### src/rtl/core_pkg.sv
// Shared types for the RISC-X front end: next-PC select encoding and BTB entry layout.
package core_pkg;

    localparam int XLEN = 32;

    localparam logic [1:0] BTB_CTR_WEAK_TAKEN = 2'b10;

    typedef enum logic [2:0] {
        NPC_SEQ,
        NPC_PRED,
        NPC_JUMP,
        NPC_MISPRED,
        NPC_TRAP
    } npc_sel_t;

    // Tag and target are sized for the widest core; narrower builds zero-extend into them.
    typedef struct packed {
        logic            valid;
        logic [XLEN-1:0] tag;
        logic [XLEN-1:0] target;
        logic [1:0]      ctr;
    } btb_entry_t;

    function automatic logic [1:0] ctr_next(input logic [1:0] ctr, input logic taken);
        logic [1:0] res;
        res = ctr;
        if (taken && ctr != 2'b11) begin
            res = ctr + 2'b01;
        end else if (!taken && ctr != 2'b00) begin
            res = ctr - 2'b01;
        end
        return res;
    endfunction

endpackage

### src/rtl/pc_gen_btb.sv
// Direct-mapped branch target buffer with 2-bit saturating counters.
// Combinational lookup port, single update port written at the clock edge.
module btb
    import core_pkg::*;
#(
    parameter int WIDTH       = 32,
    parameter int BTB_ENTRIES = 8
) (
    input  logic             clk,
    input  logic             rst,
    input  logic [WIDTH-1:1] lookup_pc,
    output logic             pred_taken,
    output logic [WIDTH-1:0] pred_target,
    input  logic             upd_valid,
    input  logic [WIDTH-1:1] upd_pc,
    input  logic             upd_taken,
    input  logic [WIDTH-1:0] upd_target
);

    localparam int IDX = $clog2(BTB_ENTRIES);

    btb_entry_t mem [BTB_ENTRIES];

    logic [IDX-1:0]  rd_idx;
    logic [IDX-1:0]  wr_idx;
    logic [XLEN-1:0] rd_tag;
    logic [XLEN-1:0] wr_tag;
    btb_entry_t      rd_entry;
    logic            rd_hit;
    logic            wr_hit;

    assign rd_idx   = lookup_pc[IDX:1];
    assign wr_idx   = upd_pc[IDX:1];
    assign rd_tag   = XLEN'(lookup_pc[WIDTH-1:IDX+1]);
    assign wr_tag   = XLEN'(upd_pc[WIDTH-1:IDX+1]);
    assign rd_entry = mem[rd_idx];
    assign rd_hit   = rd_entry.valid && (rd_entry.tag == rd_tag);
    assign wr_hit   = mem[wr_idx].valid && (mem[wr_idx].tag == wr_tag);

    assign pred_taken  = rd_hit && rd_entry.ctr[1];
    assign pred_target = pred_taken ? rd_entry.target[WIDTH-1:0] : '0;

    // A not-taken branch that misses never allocates, so cold entries stay free for taken ones.
    always_ff @(posedge clk) begin
        if (rst) begin
            for (int i = 0; i < BTB_ENTRIES; i++) begin
                mem[i] <= '0;
            end
        end else if (upd_valid) begin
            if (wr_hit) begin
                mem[wr_idx].ctr <= ctr_next(mem[wr_idx].ctr, upd_taken);
                if (upd_taken) begin
                    mem[wr_idx].target <= XLEN'(upd_target);
                end
            end else if (upd_taken) begin
                mem[wr_idx].valid  <= 1'b1;
                mem[wr_idx].tag    <= wr_tag;
                mem[wr_idx].target <= XLEN'(upd_target);
                mem[wr_idx].ctr    <= BTB_CTR_WEAK_TAKEN;
            end
        end
    end

endmodule

### src/rtl/pc_gen.sv
// Fetch PC generator: trap > EX mispredict > ID jump > BTB prediction > sequential.
// Define RISCX_BTB_EN to build with the branch target buffer; otherwise branches predict not-taken.
module pc_gen
    import core_pkg::*;
#(
    parameter int               WIDTH       = 32,
    parameter int               BTB_ENTRIES = 8,
    parameter logic [WIDTH-1:0] RESET_PC    = WIDTH'(32'h0000_0080)
) (
    input  logic             clk,
    input  logic             rst,
    output logic [WIDTH-1:0] pc_o,
    output logic             pc_valid_o,
    input  logic             fetch_ready_i,
    input  logic             is_compressed_if_i,
    output logic             pred_taken_o,
    output logic [WIDTH-1:0] pred_target_o,
    input  logic             jump_id_i,
    input  logic [WIDTH-1:0] jump_target_id_i,
    input  logic             br_valid_ex_i,
    input  logic [WIDTH-1:0] br_pc_ex_i,
    input  logic             br_compressed_ex_i,
    input  logic             br_taken_ex_i,
    input  logic [WIDTH-1:0] br_target_ex_i,
    input  logic             br_pred_taken_ex_i,
    input  logic [WIDTH-1:0] br_pred_target_ex_i,
    input  logic             trap_i,
    input  logic             is_mret_i,
    input  logic [WIDTH-1:0] mtvec_i,
    input  logic [WIDTH-1:0] mepc_i,
    output logic             flush_o
);

    logic [WIDTH-1:0] pc_q;
    logic             valid_q;
    logic             mispredict;
    logic             redirect;
    logic [WIDTH-1:0] seq_pc;
    logic [WIDTH-1:0] mispred_pc;
    logic [WIDTH-1:0] npc;
    npc_sel_t         npc_sel;

`ifdef RISCX_BTB_EN
    btb #(
        .WIDTH       (WIDTH),
        .BTB_ENTRIES (BTB_ENTRIES)
    ) u_btb (
        .clk         (clk),
        .rst         (rst),
        .lookup_pc   (pc_q[WIDTH-1:1]),
        .pred_taken  (pred_taken_o),
        .pred_target (pred_target_o),
        .upd_valid   (br_valid_ex_i),
        .upd_pc      (br_pc_ex_i[WIDTH-1:1]),
        .upd_taken   (br_taken_ex_i),
        .upd_target  (br_target_ex_i)
    );

    assign mispredict = br_valid_ex_i &&
                        ((br_taken_ex_i != br_pred_taken_ex_i) ||
                         (br_taken_ex_i && (br_target_ex_i != br_pred_target_ex_i)));
`else
    logic unused_pred;

    // Without a BTB nothing is ever predicted taken, so only a taken branch is wrong.
    assign pred_taken_o  = 1'b0;
    assign pred_target_o = '0;
    assign mispredict    = br_valid_ex_i && br_taken_ex_i;
    assign unused_pred   = ^{br_pred_taken_ex_i, br_pred_target_ex_i};
`endif

    assign seq_pc     = pc_q + (is_compressed_if_i ? WIDTH'(2) : WIDTH'(4));
    assign mispred_pc = br_taken_ex_i ? br_target_ex_i
                      : br_pc_ex_i + (br_compressed_ex_i ? WIDTH'(2) : WIDTH'(4));

    always_comb begin
        npc_sel = NPC_SEQ;
        if (trap_i) begin
            npc_sel = NPC_TRAP;
        end else if (mispredict) begin
            npc_sel = NPC_MISPRED;
        end else if (jump_id_i) begin
            npc_sel = NPC_JUMP;
        end else if (pred_taken_o) begin
            npc_sel = NPC_PRED;
        end
    end

    always_comb begin
        npc = seq_pc;
        case (npc_sel)
            NPC_TRAP:    npc = is_mret_i ? mepc_i : mtvec_i;
            NPC_MISPRED: npc = mispred_pc;
            NPC_JUMP:    npc = jump_target_id_i;
            NPC_PRED:    npc = pred_target_o;
            default:     npc = seq_pc;
        endcase
    end

    assign redirect = (npc_sel == NPC_TRAP) || (npc_sel == NPC_MISPRED) || (npc_sel == NPC_JUMP);

    // Redirects move the PC even while IF is stalled; plain advance waits for the handshake.
    always_ff @(posedge clk) begin
        if (rst) begin
            pc_q    <= RESET_PC;
            valid_q <= 1'b0;
        end else begin
            valid_q <= 1'b1;
            if (redirect || (valid_q && fetch_ready_i)) begin
                pc_q <= npc;
            end
        end
    end

    assign pc_o       = pc_q;
    assign pc_valid_o = valid_q;
    assign flush_o    = redirect;

endmodule

### config.mk
export PLATFORM = sky130hd
export DESIGN_NAME = pc_gen
export DESIGN_NICKNAME = d
export VERILOG_FILES = /design/src/rtl/core_pkg.sv /design/src/rtl/pc_gen_btb.sv /design/src/rtl/pc_gen.sv
export SDC_FILE = /design/constraint.sdc
export NUM_CORES = 1
export LEC_CHECK = 0
export BUFFER_PORTS_ARGS = -buffer_cell sky130_fd_sc_hd__clkbuf_2
export CAP_MARGIN = 20
export CORE_AREA = 2 2 104 106
export CTS_CLUSTER_SIZE = 20
export DETAILED_ROUTE_END_ITERATION = 16
export DIE_AREA = 0 0 106 108
export PLACE_DENSITY = 0.76
export SYNTH_ARGS = -nofsm -noshare
export SYNTH_HDL_FRONTEND = slang
export SYNTH_HIERARCHICAL = 1
export SYNTH_SLANG_ARGS = --single-unit
export TNS_END_PERCENT = 100
### constraint.sdc
create_clock -name clk -period 2 [get_ports clk]
set_input_delay 0.4 -clock clk [delete_from_list [all_inputs] [get_ports clk]]
set_output_delay 0.4 -clock clk [all_outputs]
set_load 0.005 [all_outputs]
---- Word level (Yosys, flattened, before mapping) ----
Index checks and enable logic that the tools add are counted.
operators by class
  add/subtract/negate cells ............... 2
  equality and inequality tests ........... 4
  mux-type cells .......................... 9
  reductions and logical operators ........ 5
operators by type and width
  cell                                                  count
  case mux 32 bit (4 select lines)                      1
  adder 32 x 3 -> 32 bit                                2
  2-to-1 mux 32 bit                                     2
  2-to-1 mux 3 bit                                      3
  equality test 3 x 2 -> 1 bit (second input constant)  2
  2-to-1 mux 2 bit                                      2
  equality test 3 x 1 -> 1 bit (second input constant)  1
  equality test 3 bit (second input constant)           1
  logical OR 1 bit                                      3
  logical AND 1 bit                                     2
  2-to-1 mux 1 bit                                      1
storage, ports and cells
  bits in registers ....................... 33
  bits of input ports ..................... 203
  output and inout bits ................... 67
  word-level logic and storage cells ...... 22

---- Logic depth before layout (Yosys ltp) ----
Gate-level depths: netlist of run 1.
  depth after elaboration ................. 7
  gate-level depth with buffers ........... 8
  gate-level depth less buffers ........... 7

---- Worst setup path before layout of run 1 ----
Ideal clock, no wire load.
  path type ............................... input -> register
  start ................................... input is_compressed_if_i
  end ..................................... register pc_q[26], in the netlist pc_o[26]
  library setup time ...................... 0.074 ns
  arrival ................................. 2.092 ns
  data required time ...................... 1.926 ns
  slack ................................... -0.166 ns
  stages on the path ...................... 7
  path buffers ............................ 0
  cells stage by stage .................... inv_1 > ha_1 > a21oi_1 > or2_1 > or4_4 > or3_1 > a31oi_1
between the ends
  cells in the longest elaborated chain, start to end .. 3
ends and longest elaborated chain
  item                              line           RTL
  start, declared                   pc_gen.sv:15   input logic is_compressed_if_i,
  2-to-1 mux 3 bit                  pc_gen.sv:72   assign seq_pc = pc_q + (is_compressed_if_i ? WIDTH'(2) : WIDTH'(4));
  adder 32 x 3 -> 32 bit            pc_gen.sv:72
  case mux 32 bit (4 select lines)  pc_gen.sv:91   case (npc_sel)
  end signal, assigned              pc_gen.sv:110  pc_q <= npc;
  end, declared                     pc_gen.sv:34   logic [WIDTH-1:0] pc_q;
No other way between the ends.
A chain may end at the register's enable or synchronous reset.

---- Worst setup path in the final report of run 1 ----
  start ................................... register pc_q[2], in the netlist pc_o[2]
  end ..................................... register pc_q[26], in the netlist pc_o[26]
between the ends
  cells in the longest elaborated chain, start to end .. 2
ends and longest elaborated chain
  item                              line
  adder 32 x 3 -> 32 bit            pc_gen.sv:72
  case mux 32 bit (4 select lines)  pc_gen.sv:91
No other way between the ends.

==> metrics, run 1 <==
outcome complete, no violations; DP HPWL roughly 9900 um; vias in the first global route between 3,000 and 4,000; die height approximately 110 um; most common flop cell mapped by yosys sky130_fd_sc_hd__dfxtp_1; number of standard cells after synthesis approximately 440; Die Footprint 11,400 um^2; number of fillers in the final layout between 1,000 and 1,500; Post-synth EDFFs 0; routed length per instance around 16 um; WP data arrival between 2 and 2.5 ns; Setup crit start kind register; largest net degree at the start of global routing 65; max cap viols 0; Horiz. Die Dim roughly 110 um; timing endpoint of the critical path pc_o[26]; number of clock buffers inserted by TritonCTS 5; number of cells in the finished layout apart from fillers between 700 and 800; number of vias in the routed layout 3,963; power dissipated by switching net loads approximately 700 uW; share of flip-flops with an asynchronous set or reset after synthesis 0%; kind of end point of the critical path register; clock group share of total power between 20% and 30%; synthesized area around 3200 um^2; antenna violations before repair 0; clock-pin slew reported for the worst setup and hold paths after clock tree synthesis 0.07 ns; Setup violations, final 0; origin of the critical flop-to-flop path pc_o[2]; Cell variety after synth 53; leakage power figure 0.00226 uW; number of warnings reported in the yosys synthesis log 6; I/O Pins 270; critical path peak fanout 5; setup slack after layout ~0.027 ns; total track usage 20.9%; pre-CTS worst setup slack -0.242 ns; number of cells in the design after placement about 770; Setup crit start pc_o[2]; unrepaired setup endpoints after global routing true; cell type contributing the most total cell area after synthesis sky130_fd_sc_hd__dfxtp_1; kind of critical path register to register; FF-to-FF path depth 6; largest buffer count on any clock path 2; number of standard-cell rows in the floorplan 37; fraction of the cycle the final worst path needs 98.7%; Combinational Power Share about 39%; port bufs 170; worst skew pair latency just under 0.3 ns; Clock Skew between 0.01 and 0.015 ns; worst r2r dst pc_o[26]; gpl congestion 0.892; minimum setup slack among reg-to-reg paths 0.03 ns; starting density of the core a little under a third; final wirelength 12,400 um; combined area of the multi-input logic cells 2350 um^2; switching fraction of total power between 30% and 40%; H-tree depth 2; number of antenna diodes 0; area of the core region 10,200 um^2; Clk Tree Root Cell sky130_fd_sc_hd__clkbuf_8; hold crit path type input pin to register; internal power component 1350 uW; routed vias/inst 5.12; Iteration-0 DRC Markers 263; hold slack about 0.43 ns; share of the yosys chip area belonging to registers 20.4%; top area cells in the synthesized netlist sky130_fd_sc_hd__dfxtp_1 (20%), sky130_fd_sc_hd__buf_4 (7.6%), sky130_fd_sc_hd__mux2i_1 (6.5%); pwr dens 442 nW/um^2; area taken by flip-flops and latches about 670 um^2; wire length of the first global-routing pass 18,700 um; shortest clock period the worst path allows after layout roughly 2.0 ns; layout-stage area growth over the synthesis result 42.8%; synthesized flop and latch total 33; remaining global-route overflow 0; sequential group share of total power a little under two fifths; VDD IR-drop max 214 uV; number of optimization iterations in the first detailed-route pass 5; proportion of layout cells with a drive suffix above 1 a little over two fifths; Final Max Slew Viols 0; Hold Vio Cnt, Final 0; final net count ~850; number of nets with antenna violations after routing 0; clock tree from TritonCTS yes; clock sink count 33; required time of the worst setup path approximately 2.2 ns; final cell utilization of the core about 45%; fraction of post-synthesis cell area in the top cell type by area 20.4%; Mean Syn Cell Area approximately 7.3 um^2; count of unresolved DRC violations after routing 0; highest achievable clock rate just over 500 MHz
[state kept, by name (all words and copies together), names as in the netlist]
| name | count |
|---|---|
| pc_o | 32 |
| pc_valid_o | 1 |
[layer usage]
| layer | up-vias | track usage [%] | part of all wire (%) |
|---|---|---|---|
| li1 | 1935 | - | - |
| met5 | - | 0 | 0 |
| met3 | 22 | 5.42 | 9.6 |
| met4 | 0 | 5.92 | 2.0 |
| met2 | 216 | 37.7 | 48 |
| met1 | 1790 | 24.6 | 41 |
[per-stage QoR]
stage / cell area, um^2 / TNS, ns / total power [uW]
after floorplan: 3370 / -0.0130 / 1210
after global placement: 4460 / -1.93 / 1550
after detailed placement: 4460 / -2.33 / 1560
after CTS: 4560 / 0 / 2040
after global routing: 4640 / -0.0661 / 2170
final: 4640 / 0 / 2050
[critical path, stage by stage (launching register included)]
cell and delay (ns):
sky130_fd_sc_hd__dfxtp_4 0.37, sky130_fd_sc_hd__ha_4 0.27, sky130_fd_sc_hd__a21oi_4 0.05, sky130_fd_sc_hd__or2_4 0.26, sky130_fd_sc_hd__or4_4 0.48, sky130_fd_sc_hd__or3_1 0.31, sky130_fd_sc_hd__a31oi_1 0.16
[placed cells by master, fill, tap and decap left out, types with 5 or more instances in the layout]
master / count
sky130_fd_sc_hd__clkbuf_2: 170
sky130_fd_sc_hd__nand2_1: 46
sky130_fd_sc_hd__buf_4: 46
sky130_fd_sc_hd__nor2_1: 33
sky130_fd_sc_hd__conb_1: 33
sky130_fd_sc_hd__dfxtp_1: 29
sky130_fd_sc_hd__inv_1: 24
sky130_fd_sc_hd__a21oi_1: 22
sky130_fd_sc_hd__mux2i_1: 21
sky130_fd_sc_hd__o21ai_0: 20
sky130_fd_sc_hd__mux2_2: 16
sky130_fd_sc_hd__nand3_1: 13
sky130_fd_sc_hd__a31oi_1: 13
sky130_fd_sc_hd__nand4_1: 12
sky130_fd_sc_hd__xnor2_1: 12
sky130_fd_sc_hd__a211oi_1: 11
sky130_fd_sc_hd__o31ai_1: 8
sky130_fd_sc_hd__a311o_1: 7
sky130_fd_sc_hd__and3_1: 7
sky130_fd_sc_hd__and3b_1: 7
sky130_fd_sc_hd__xor2_1: 6
sky130_fd_sc_hd__a221oi_1: 6
sky130_fd_sc_hd__o32ai_1: 5
sky130_fd_sc_hd__clkbuf_8: 5
[layout make-up]
| cell class | count | share of cell area (%) |
|---|---|---|
| Timing Repair Buffer | 221 | 27.6 |
| Clock buffer | 5 | 1.48 |
| Inverter | 26 | 2.11 |
| Clock inverter | 1 | 0.108 |
| Tap cell | 136 | 3.67 |
| Multi-Input combinational cell | 352 | 50.6 |
| Sequential cell | 33 | 14.4 |
[worst min path at each step]
stage	cells after the start	to	from
global route	3	pc_o[2]	mtvec_i[2]
detailed placement	2	pc_o[20]	pc_o[20]
finish	3	pc_o[2]	mtvec_i[2]
floorplan	2	pc_o[13]	pc_o[13]
global placement	2	pc_o[5]	pc_o[5]
CTS	3	pc_o[2]	mtvec_i[2]
[power groups by stage]
stage | Clock (uW) | Combinational (uW) | Sequential (uW)
after floorplan | 0 | 401 | 806
after global routing | 511 | 868 | 790
final | 477 | 788 | 782
after CTS | 487 | 780 | 777
after global placement | 0 | 763 | 789
after detailed placement | 0 | 772 | 789
[kinds of logic after synthesis]
| logic type | Yosys count | share of synthesized area [%] |
|---|---|---|
| AND/OR/NAND/NOR | 151 | 23.8 |
| AO/OA/AOI/OAI | 110 | 23.3 |
| buffers and inverters | 89 | 14.2 |
| multiplexers | 37 | 12.0 |
| flip-flops | 33 | 20.4 |
| XOR/XNOR | 18 | 4.86 |
| adder cells (fa/ha/maj) | 3 | 1.39 |
| other | 1 | 0.116 |
[cells in the mapped netlist, types with 2 or more instances]
cell,number
sky130_fd_sc_hd__o211a_1,2
sky130_fd_sc_hd__nor4_1,5
sky130_fd_sc_hd__o32ai_1,5
sky130_fd_sc_hd__nand4_1,12
sky130_fd_sc_hd__xor2_1,6
sky130_fd_sc_hd__dfxtp_1,33
sky130_fd_sc_hd__buf_4,33
sky130_fd_sc_hd__nand3_1,13
sky130_fd_sc_hd__a21oi_1,23
sky130_fd_sc_hd__clkbuf_1,23
sky130_fd_sc_hd__nor3_1,3
sky130_fd_sc_hd__o31a_1,3
sky130_fd_sc_hd__buf_2,2
sky130_fd_sc_hd__o21ai_0,20
sky130_fd_sc_hd__nor2_1,33
sky130_fd_sc_hd__a221oi_1,6
sky130_fd_sc_hd__buf_1,5
sky130_fd_sc_hd__a211oi_1,11
sky130_fd_sc_hd__mux2_2,16
sky130_fd_sc_hd__o31ai_1,8
sky130_fd_sc_hd__mux2i_1,21
sky130_fd_sc_hd__or3_1,5
sky130_fd_sc_hd__o211ai_1,2
sky130_fd_sc_hd__a31oi_1,13
sky130_fd_sc_hd__a41oi_1,2
sky130_fd_sc_hd__a311o_1,7
sky130_fd_sc_hd__ha_1,2
sky130_fd_sc_hd__inv_1,25
sky130_fd_sc_hd__nand2_1,48
sky130_fd_sc_hd__or4_1,2
sky130_fd_sc_hd__a22oi_1,2
sky130_fd_sc_hd__xnor2_1,12
sky130_fd_sc_hd__and3b_1,7
sky130_fd_sc_hd__and2_1,3
sky130_fd_sc_hd__and3_1,7
sky130_fd_sc_hd__or2_1,2
sky130_fd_sc_hd__and4_1,4
[repair_timing]
action                                  in CTS  in global routing
pin swaps                                    2                  8
buffers inserted                             0                  1
endpoints found under the setup margin       9                  9
resized for setup                            8                 13
hold buffers                                 0                  0
Note: power is estimated with default switching activity, not from simulation.
==> inputs of run 2 (changes only) <==
==> constraint.sdc (replaced) <==
create_clock -name clk -period 2 [get_ports clk]
set_input_delay 0.6 -clock clk [delete_from_list [all_inputs] [get_ports clk]]
set_output_delay 0.6 -clock clk [all_outputs]
set_load 0.005 [all_outputs]
==> metrics, run 2 (synthesis gave the netlist of run 1 again) <==
port bufs 170 (unchanged); number of flip-flops in the largest register 32 (unchanged); area of the core region 10,200 um^2 (unchanged); starting density of the core 31.7% (unchanged); worst skew pair latency 0.29 ns (about the same); shortest clock period the worst path allows after layout 2.00 ns (+0.0244 ns); Worst Hold Endpoint pc_o[20]; highest achievable clock rate 501 MHz (-1.2%); setup slack after layout 0.00235 ns (-0.0244 ns); number of clock buffers inserted by TritonCTS 5 (unchanged); highest-count cells in the layout ignoring fill and taps sky130_fd_sc_hd__clkbuf_2 (169), sky130_fd_sc_hd__buf_4 (70), sky130_fd_sc_hd__nand2_1 (45); final net count 870 (+3.0%); worst hold start pc_o[20]; CTS hold repair buffers 0 (unchanged); max cap viols 0 (unchanged); clock sink count 33 (unchanged); pwr dens 441 nW/um^2 (-0.25%); vias in the first global route 3,875 (+5.0%); antenna violations before repair 1 (+1); VDD IR-drop max 227 uV (+6.3%); Clock Skew 0.00914 ns (-0.00219 ns); Horiz. Die Dim 106 um (unchanged); wire length of the first global-routing pass 19,300 um (+3.0%); leakage power figure 0.00244 uW (+8.0%); kind of end point of the critical path register; critical path peak fanout 3 (-2); proportion of layout cells with a drive suffix above 1 45.8% (+3.6 points); outcome complete, no violations; FF-to-FF path depth 6 (unchanged); met3 wire length 1110 um (-6.7%); WP data arrival 2.22 ns (+0.03 ns); Setup violations, final 0 (unchanged); minimum setup slack among reg-to-reg paths 0.06 ns (+0.03 ns); routed length on met2 6060 um (+2.3%); number of antenna diodes 0 (unchanged); routed vias/inst 5.14 (+0.36%); Setup crit start kind input pin; instance count along the most critical hold path 2 (-1); remaining global-route overflow 0 (unchanged); fraction of the cycle the final worst path needs 99.9% (+1.2 points); largest buffer count on any clock path 2 (unchanged); count of unresolved DRC violations after routing 0 (unchanged); Final Max Slew Viols 0 (unchanged); met1 wire length 5280 um (+5.2%); gpl congestion 0.936 (+4.9%); final cell utilization of the core 48.1% (+2.8 points); number of fillers in the final layout 1,052 (-0.75%); origin of the critical flop-to-flop path pc_o[2]; required time of the worst setup path 2.22 ns (about the same); clock-pin slew reported for the worst setup and hold paths after clock tree synthesis 0.07 ns (about the same); clock tree from TritonCTS yes; total track usage 21.8% (+0.87 points); Die Footprint 11,400 um^2 (unchanged); Clk Tree Root Cell sky130_fd_sc_hd__clkbuf_8; pre-CTS worst setup slack -0.459 ns (-0.217 ns); worst r2r dst pc_o[30]; final wirelength 12,900 um (+4.0%); DP HPWL 10,600 um (+7.6%); number of standard-cell rows in the floorplan 37 (unchanged); highest routed layer met5; commonest non-fill, non-tap cell in the layout sky130_fd_sc_hd__clkbuf_2; Hold Vio Cnt, Final 0 (unchanged); routed length per instance 16.1 um (+0.65%); hold crit path type register to register; H-tree depth 2 (unchanged); die height 108 um (unchanged); largest net degree at the start of global routing 54 (-17%); Iteration-0 DRC Markers 229 (-13%); number of nets with antenna violations after routing 0 (unchanged); unrepaired setup endpoints after global routing true; number of vias in the routed layout 4,111 (+3.7%); kind of critical path input pin to register; layout-stage area growth over the synthesis result 51.7%; I/O Pins 270 (unchanged); number of optimization iterations in the first detailed-route pass 5 (unchanged)
[run 2: cell count changes in the layout (fill, tap and decap cells not counted), moves of 2 or more]
cell | previous run | this run
sky130_fd_sc_hd__a221oi_1 | 6 | 4
sky130_fd_sc_hd__a221oi_2 | 0 | 2
sky130_fd_sc_hd__buf_4 | 46 | 70
sky130_fd_sc_hd__buf_6 | 2 | 4
sky130_fd_sc_hd__dfxtp_1 | 29 | 31
sky130_fd_sc_hd__nor4_1 | 3 | 0
sky130_fd_sc_hd__nor4_4 | 0 | 2
sky130_fd_sc_hd__o32ai_1 | 5 | 3
sky130_fd_sc_hd__o32ai_2 | 0 | 2
[run 2: cell type report]
class | instances | area (um^2) | area share, %
Multi-Input combinational cell | 352 | 2410 | 49.0
Tap cell | 136 | 170 | 3.46
Sequential cell | 33 | 663 | 13.5
Timing Repair Buffer | 246 | 1480 | 30.1
Inverter | 26 | 110 | 2.24
Clock buffer | 7 | 86.3 | 1.75
[run 2: worst max path at each step]
stage | start | cells past startpoint | to | slack (ns)
finish | is_compressed_if_i | 8 | pc_o[25] | 0.002
CTS | is_compressed_if_i | 8 | pc_o[26] | -0.03
detailed placement | is_compressed_if_i | 9 | pc_o[17] | -0.46
floorplan | is_compressed_if_i | 7 | pc_o[26] | -0.15
global placement | is_compressed_if_i | 8 | pc_o[25] | -0.43
global route | is_compressed_if_i | 8 | pc_o[30] | -0.08
[run 2: worst max-delay path: stages]
cell and delay, ns:
sky130_fd_sc_hd__clkbuf_16 0.12, sky130_fd_sc_hd__ha_4 0.13, sky130_fd_sc_hd__fa_2 0.23, sky130_fd_sc_hd__and4_4 0.26, sky130_fd_sc_hd__and2_4 0.18, sky130_fd_sc_hd__nand2_4 0.05
sky130_fd_sc_hd__or4_1 0.47, sky130_fd_sc_hd__a41oi_1 0.16
[run 2: per-layer routing]
layer	up-vias	track usage [%]
li1	1982	-
met1	1856	26.4
met2	237	38.8
met3	34	3.98
met4	2	7.80
met5	-	0
[run 2: metrics by stage]
stage	TNS (ns)	instance area (um^2)	power [uW]	hold slack, ns	cells
global placement	-7.49	4690	1610	0.538	790
detailed placement	-8.37	4690	1620	0.552	790
CTS	-0.0612	4840	2160	0.563	799
floorplan	-0.565	3450	1220	0.506	474
global route	-0.288	4920	2290	0.592	800
finish	0	4920	2170	0.558	800
[run 2: what timing repair did]
item | 4_1_cts | 5_1_grt
setup buffers | 2 | 1
endpoints found under the hold margin | 0 | 0
resized for setup | 10 | 17
setup endpoints to repair | 14 | 15
pin swaps | 5 | 16
[run 2: report_power, final]
part / switching (uW) / internal [uW] / leakage, uW
clock network: 255 / 273 / 0.0000443
registers: 57.5 / 720 / 0.000276
logic: 429 / 435 / 0.00212
